**config.mk**
```make
export PLATFORM = sky130hd
export DESIGN_NAME = conv33_mac
export DESIGN_NICKNAME = d
export VERILOG_FILES = /design/src/rtl/conv33_pkg.sv /design/src/rtl/conv33_adder_tree.sv /design/src/rtl/conv33_mac.sv
export SDC_FILE = /design/constraint.sdc
export NUM_CORES = 2
export LEC_CHECK = 0
export BUFFER_PORTS_ARGS = -buffer_cell sky130_fd_sc_hd__buf_2
export CORE_MARGIN = 2
export CORE_UTILIZATION = 50
export DETAILED_ROUTE_END_ITERATION = 12
export PLACE_DENSITY = 0.8
export REMOVE_ABC_BUFFERS = 1
export SYNTH_ARGS = -nofsm -noshare
export SYNTH_HDL_FRONTEND = slang
export SYNTH_SLANG_ARGS = --single-unit
export TNS_END_PERCENT = 100
```
**constraint.sdc**
```tcl
create_clock -name clk -period 4.8 [get_ports clk]
set_input_delay 0 -clock clk [delete_from_list [all_inputs] [get_ports clk]]
set_output_delay 0 -clock clk [all_outputs]
set_load 0.02 [all_outputs]
```
**src/rtl/conv33_pkg.sv**
```systemverilog
// Shared constants and the requantise helper for the conv33 datapath
// (conv33_mac and the future pooling / FC stages).
package conv33_pkg;

  localparam int DATA_WIDTH_DEF = 8;
  localparam int ACC_WIDTH_DEF  = 32;
  localparam int KERNEL_TAPS    = 9;

  // Requantise works on a fixed wide type so any ACC_WIDTH up to 63 fits
  // with headroom for the rounding increment.
  localparam int RQ_W = 64;

  localparam logic signed [RQ_W-1:0] SAT_MAX_DEF = 64'sd127;
  localparam logic signed [RQ_W-1:0] SAT_MIN_DEF = -64'sd128;

  // Round-half-up arithmetic shift, optional ReLU, then clamp to dw bits.
  function automatic logic signed [RQ_W-1:0] requant(
    input logic signed [RQ_W-1:0] acc,
    input int                     shift,
    input int                     dw,
    input logic                   relu
  );
    logic signed [RQ_W-1:0] r, hi, lo;
    hi = (64'sd1 <<< (dw - 1)) - 64'sd1;
    lo = -hi - 64'sd1;
    if (shift > 0) r = (acc + (64'sd1 <<< (shift - 1))) >>> shift;
    else           r = acc;
    if (relu && (r < 64'sd0)) r = '0;
    if (r > hi)      r = hi;
    else if (r < lo) r = lo;
    return r;
  endfunction

endpackage

```
**src/rtl/conv33_adder_tree.sv**
```systemverilog
// S2: sums KERNEL_TAPS signed products into one registered, sign-extended
// accumulator-width value. Shared with the depthwise variant.
module conv33_adder_tree
  import conv33_pkg::*;
#(
  parameter int TAPS   = KERNEL_TAPS,
  parameter int PROD_W = 2 * DATA_WIDTH_DEF,
  parameter int SUM_W  = ACC_WIDTH_DEF
) (
  input  logic                         clk,
  input  logic                         rst,
  input  logic                         in_valid,
  input  logic [TAPS-1:0][PROD_W-1:0]  prod,
  output logic                         out_valid,
  output logic signed [SUM_W-1:0]      sum
);

  logic signed [SUM_W-1:0] sum_c;

  always_comb begin
    sum_c = '0;
    for (int i = 0; i < TAPS; i++)
      sum_c = sum_c + SUM_W'($signed(prod[i]));
  end

  always_ff @(posedge clk) begin
    if (rst) begin
      out_valid <= 1'b0;
      sum       <= '0;
    end else begin
      out_valid <= in_valid;
      if (in_valid) sum <= sum_c;
    end
  end

endmodule

```
**src/rtl/conv33_mac.sv**
```systemverilog
// 3x3 window MAC: multiply (S1), adder tree (S2), channel accumulate (S3),
// requantise (S4). Optional feature macro: CONV33_MAC_RELU_EN.
module conv33_mac
  import conv33_pkg::*;
#(
  parameter int DATA_WIDTH = DATA_WIDTH_DEF,
  parameter int IN_CH      = 1,
  parameter int ACC_WIDTH  = ACC_WIDTH_DEF,
  parameter int SHIFT      = 0
) (
  input  logic                         clk,
  input  logic                         rst,
  input  logic                         in_valid,
  input  logic [DATA_WIDTH-1:0]        pix_0,
  input  logic [DATA_WIDTH-1:0]        pix_1,
  input  logic [DATA_WIDTH-1:0]        pix_2,
  input  logic [DATA_WIDTH-1:0]        pix_3,
  input  logic [DATA_WIDTH-1:0]        pix_4,
  input  logic [DATA_WIDTH-1:0]        pix_5,
  input  logic [DATA_WIDTH-1:0]        pix_6,
  input  logic [DATA_WIDTH-1:0]        pix_7,
  input  logic [DATA_WIDTH-1:0]        pix_8,
  input  logic [DATA_WIDTH-1:0]        weight_0,
  input  logic [DATA_WIDTH-1:0]        weight_1,
  input  logic [DATA_WIDTH-1:0]        weight_2,
  input  logic [DATA_WIDTH-1:0]        weight_3,
  input  logic [DATA_WIDTH-1:0]        weight_4,
  input  logic [DATA_WIDTH-1:0]        weight_5,
  input  logic [DATA_WIDTH-1:0]        weight_6,
  input  logic [DATA_WIDTH-1:0]        weight_7,
  input  logic [DATA_WIDTH-1:0]        weight_8,
  input  logic signed [ACC_WIDTH-1:0]  bias,
  output logic [DATA_WIDTH-1:0]        out_data,
  output logic                         out_valid,
  output logic [$clog2(IN_CH):0]       ch_idx
);

  localparam int PW = 2 * DATA_WIDTH;
  localparam int CW = $clog2(IN_CH) + 1;

`ifdef CONV33_MAC_RELU_EN
  localparam logic RELU = 1'b1;
`else
  localparam logic RELU = 1'b0;
`endif

  logic [KERNEL_TAPS-1:0][DATA_WIDTH-1:0] pix_vec, wgt_vec;
  logic [KERNEL_TAPS-1:0][PW-1:0]         prod_q;
  logic [1:0]                             vld_pipe;
  logic signed [ACC_WIDTH-1:0]            bias_s1, bias_s2;
  logic                                   s2_vld;
  logic signed [ACC_WIDTH-1:0]            s2_sum;
  logic signed [ACC_WIDTH-1:0]            acc;
  logic                                   fin;
  logic signed [RQ_W-1:0]                 rq;

  assign pix_vec = {pix_8, pix_7, pix_6, pix_5, pix_4, pix_3, pix_2, pix_1, pix_0};
  assign wgt_vec = {weight_8, weight_7, weight_6, weight_5, weight_4,
                    weight_3, weight_2, weight_1, weight_0};
  assign vld_pipe[0] = in_valid;

  // S1: nine signed products; bias rides along so it is taken from the beat itself
  always_ff @(posedge clk) begin
    if (rst) begin
      vld_pipe[1] <= 1'b0;
      prod_q      <= '0;
      bias_s1     <= '0;
    end else begin
      vld_pipe[1] <= vld_pipe[0];
      if (vld_pipe[0]) begin
        for (int i = 0; i < KERNEL_TAPS; i++)
          prod_q[i] <= PW'($signed(pix_vec[i])) * PW'($signed(wgt_vec[i]));
        bias_s1 <= bias;
      end
    end
  end

  // S2
  conv33_adder_tree #(
    .TAPS   (KERNEL_TAPS),
    .PROD_W (PW),
    .SUM_W  (ACC_WIDTH)
  ) u_tree (
    .clk       (clk),
    .rst       (rst),
    .in_valid  (vld_pipe[1]),
    .prod      (prod_q),
    .out_valid (s2_vld),
    .sum       (s2_sum)
  );

  always_ff @(posedge clk) begin
    if (rst)              bias_s2 <= '0;
    else if (vld_pipe[1]) bias_s2 <= bias_s1;
  end

  // S3: channel accumulation; bubbles leave acc and ch_idx untouched
  always_ff @(posedge clk) begin
    if (rst) begin
      acc    <= '0;
      ch_idx <= '0;
      fin    <= 1'b0;
    end else begin
      fin <= 1'b0;
      if (s2_vld) begin
        acc <= ((ch_idx == '0) ? bias_s2 : acc) + s2_sum;
        if (ch_idx == CW'(IN_CH - 1)) begin
          ch_idx <= '0;
          fin    <= 1'b1;
        end else begin
          ch_idx <= ch_idx + CW'(1);
        end
      end
    end
  end

  // S4: requantise only on the completing beat; out_data holds between pulses
  assign rq = requant(RQ_W'(acc), SHIFT, DATA_WIDTH, RELU);

  always_ff @(posedge clk) begin
    if (rst) begin
      out_data  <= '0;
      out_valid <= 1'b0;
    end else begin
      out_valid <= fin;
      if (fin) out_data <= DATA_WIDTH'(rq);
    end
  end

endmodule

```
==> reports/metrics.cfg <==
[critical_path]
critical_path.max_fanout = 2
cp.arrival_ns = 5.37
reg2reg_depth = 22
criticalPathCategory = reg2reg
rr_endpoint = u_tree.sum[18]$_SDFFE_PP0P_
crit_end = u_tree.sum[18]$_SDFFE_PP0P_
r2r_start = prod_q[33]$_SDFFE_PP0P_
r2r_slack_ns = -0.13
crit_start = prod_q[33]$_SDFFE_PP0P_
critPathLaunchType = register
cp.required_ns = 5.24
endpoint_kind = register

[pwr]
peakVddDrop_mv = 1.53
seq_power_share_pct = 9.7
share_comb_of_total_power_pct = 83.3
switching_share_pct = 48.0
p_leak_nw = 20.0
power_frac_clock_pct = 7.0
p_int_mw = 17.2
power_switching_mw = 15.9
p_per_area_nw_per_um2 = 795

[final_layout]
final_nets = 5467
drive_gt1_share_pct = 9.24
post-route-util_pct = 57.0
fin_cells = 5348
nFillCells = 6156
area_delta_synth_final_pct = 12.8

[routing]
wl_mm = 86.6
drt-wirelength-per-cell_um = 16.2
drc = 12
dr.pass1.iters = 9
num_vias = 28100
final_antenna_net_count = 0
drt_iter0_drc = 1534
viasPerCell = 5.26

[placement]
io_buffers = 187
place_hpwl_mm = 69.5
post-place-ws_ns = -0.703
dpl.cell_count = 5182
gp_congestion = 0.926

[run]
drv_cap = 0

[floorplanning]
dieArea_um2 = 76100
io_pins = 189
die_h_um = 276
rows = 99
fp.dieW_um = 276
core_um2 = 73100
initial_core_util_pct = 50.5

[clock_tree]
path_clk_slew_ns = 0.07
clk_latency_ns = 0.58
ctsHtreeMaxLevel = 1
cts-root-buf = clkbuf_16
cts_tree = yes
cts_sinks = 284
cts-buffers-inserted = 29
clock_path_buffers = 3

[logic_synthesis]
synth_area_um2 = 36900
syn_inst = 4064
yosys_warnings = 0
postSynthAreaPerCell_um2 = 9.09
synthTopCellsByArea = fa_1 (32%), dfxtp_1 (15%), ha_1 (11%), inv_1 (8.1%), and2_1 (5.6%)
yosysTopAreaCell = fa_1
ys_ff_latch = 284
synthTopCellsByCount = inv_1 (794), fa_1 (596), nor2_1 (331)
ys_seq_area_share_pct = 15.4
ys_types = 70
synth_edf_count = 0
synth_top_area_share_pct = 32.3
async_reset_ff_share_pct = 0
synth_ff_type = dfxtp_1
yosysMostFrequentCell = inv_1

[grt]
grt_pass1_vias = 29400
globalRouteOverflowTotal = 0
grt_usage_pct = 23.4
grt_max_degree = 118
grt_pass1_wl_mm = 145
antenna_found_initial = 5

[worst_hold_path]
min_path_cells = 5
hp-class = in2reg

[sta]
setup_violations = 15
min_period_ns = 4.93
setup-tns-final_ns = -0.978
fin_crit_sh_pct = 103
relSlewSlack_pct = 30.6
final_hold_viol_count = 0
finalMaxSlewViolations = 0
setup_slack_ns = -0.130
fmax_ghz = 0.203
rsz0062_at_grt = true
clock_skew_ns = 0.0117
whs_ns = 0.0228
worst_pin_slew_ns = 1.04

[run_status]
outcome = complete, but fails checks
violations = DRC, setup timing

[power by group through the flow]
| stage | sequential [mW] | combinational, mW | clock [mW] |
|---|---|---|---|
| floorplan | 3.10 | 16.4 | 0 |
| global placement | 3.23 | 22.9 | 0 |
| detailed placement | 3.24 | 23.5 | 0 |
| CTS | 3.19 | 25.9 | 2.34 |
| global route | 3.24 | 30.6 | 2.43 |
| finish | 3.20 | 27.6 | 2.31 |
[per-stage QoR]
stage	power [mW]	instance area [um^2]
final	33.1	41700
after CTS	31.5	41500
after global routing	36.2	41700
after floorplan	19.5	36600
after global placement	26.2	39200
after detailed placement	26.8	39200
[critical path, cell delays in order, from the launching register on]
cell	delay [ns]
dfxtp_2	0.34
inv_2	0.04
fa_1	0.54
inv_2	0.05
ha_4	0.16
fa_2	0.39
a21oi_2	0.16
o21bai_2	0.10
a21oi_2	0.18
o21ai_2	0.08
a21oi_2	0.19
xor2_2	0.19
fa_1	0.45
inv_2	0.08
ha_4	0.20
a21o_1	0.18
a21oi_2	0.15
o21bai_2	0.10
a2111oi_4	0.42
a211oi_2	0.14
or4_1	0.42
a31oi_1	0.18
nor2_1	0.05
[cell families (layout without fill, tap and decap cells)]
family                   after synthesis  count (layout)  share of synthesized area, %
adder cells (fa/ha/maj)              926             926                          43.5
buffers and inverters                884            1204                          9.00
other                                  1               6                        0.0102
flip-flops                           284             284                          15.4
multiplexers                         159             159                          4.32
XOR/XNOR                             168             168                          3.98
AND/OR/NAND/NOR                     1214            1214                          16.4
AO/OA/AOI/OAI                        428             428                          7.44
[timing repair]
| item | in CTS | in global routing |
|---|---|---|
| setup endpoints to repair | 19 | 28 |
| pin swaps | 39 | 41 |
| hold buffers | 95 | 0 |
| hold endpoints to repair | 128 | 0 |
| gates resized for setup | 48 | 50 |
| gates cloned | 0 | 0 |
| setup buffers | 8 | 8 |
[registers in the layout, indices dropped and copies added (netlist names)]
register and cells:
fin 1, out_data 8, bias_s2 32, u_tree.out_valid 1, bias_s1 32, u_tree.sum 32, out_valid 1, vld_pipe 1
acc 32, prod_q 144
[final cells by class]
type | count | area [um^2] | area share, %
Tap cell | 959 | 1200 | 2.88
Clock buffer | 42 | 865 | 2.08
Multi-Input combinational cell | 2896 | 28300 | 68.0
Inverter | 794 | 2980 | 7.16
Clock inverter | 11 | 110 | 0.264
Antenna cell | 5 | 12.5 | 0.0300
Sequential cell | 284 | 5690 | 13.7
Timing Repair Buffer | 357 | 2480 | 5.95
[layer usage]
metal | GRT usage (%) | up-vias | routed length (um)
met5 | 0 | - | 11
met4 | 6.79 | 2 | 2880
met3 | 1.93 | 146 | 3350
met2 | 43.0 | 630 | 44800
met1 | 29.3 | 14000 | 35600
li1 | - | 13300 | -
[worst min path at each step]
stage / startpoint / endpoint / slack (ns)
floorplan: rst / acc[5]$_SDFFE_PP0P_ / 0.07
global placement: bias[30] / bias_s1[30]$_SDFFE_PP0P_ / 0.24
detailed placement: bias[7] / bias_s1[7]$_SDFFE_PP0P_ / 0.24
CTS: weight_2[1] / prod_q[33]$_SDFFE_PP0P_ / 0.01
global route: weight_2[1] / prod_q[33]$_SDFFE_PP0P_ / 0.06
finish: weight_2[1] / prod_q[33]$_SDFFE_PP0P_ / 0.02
[layout by cell type (no fill, tap or decap), types with 8 or more instances in the layout]
master	n
nand4_1	16
ha_4	9
xor2_1	27
mux2i_1	154
a41o_1	9
inv_1	782
buf_4	74
nor3_1	49
dlygate4sd3_1	95
nor3b_1	10
a211oi_1	35
a31oi_1	9
a21boi_0	8
nor2_1	328
o21ai_0	80
nor4_1	10
clkbuf_16	29
a21boi_1	9
nand2_1	280
nand2b_1	81
a21oi_2	10
o21ai_1	8
nand3_1	29
and2_1	329
o22ai_1	24
a21oi_1	125
dfxtp_1	279
ha_1	321
clkbuf_8	9
buf_2	185
a21o_1	34
nor2b_1	30
fa_1	594
xnor2_1	136
inv_2	10
No activity file was read; power rests on OpenSTA's default activity.
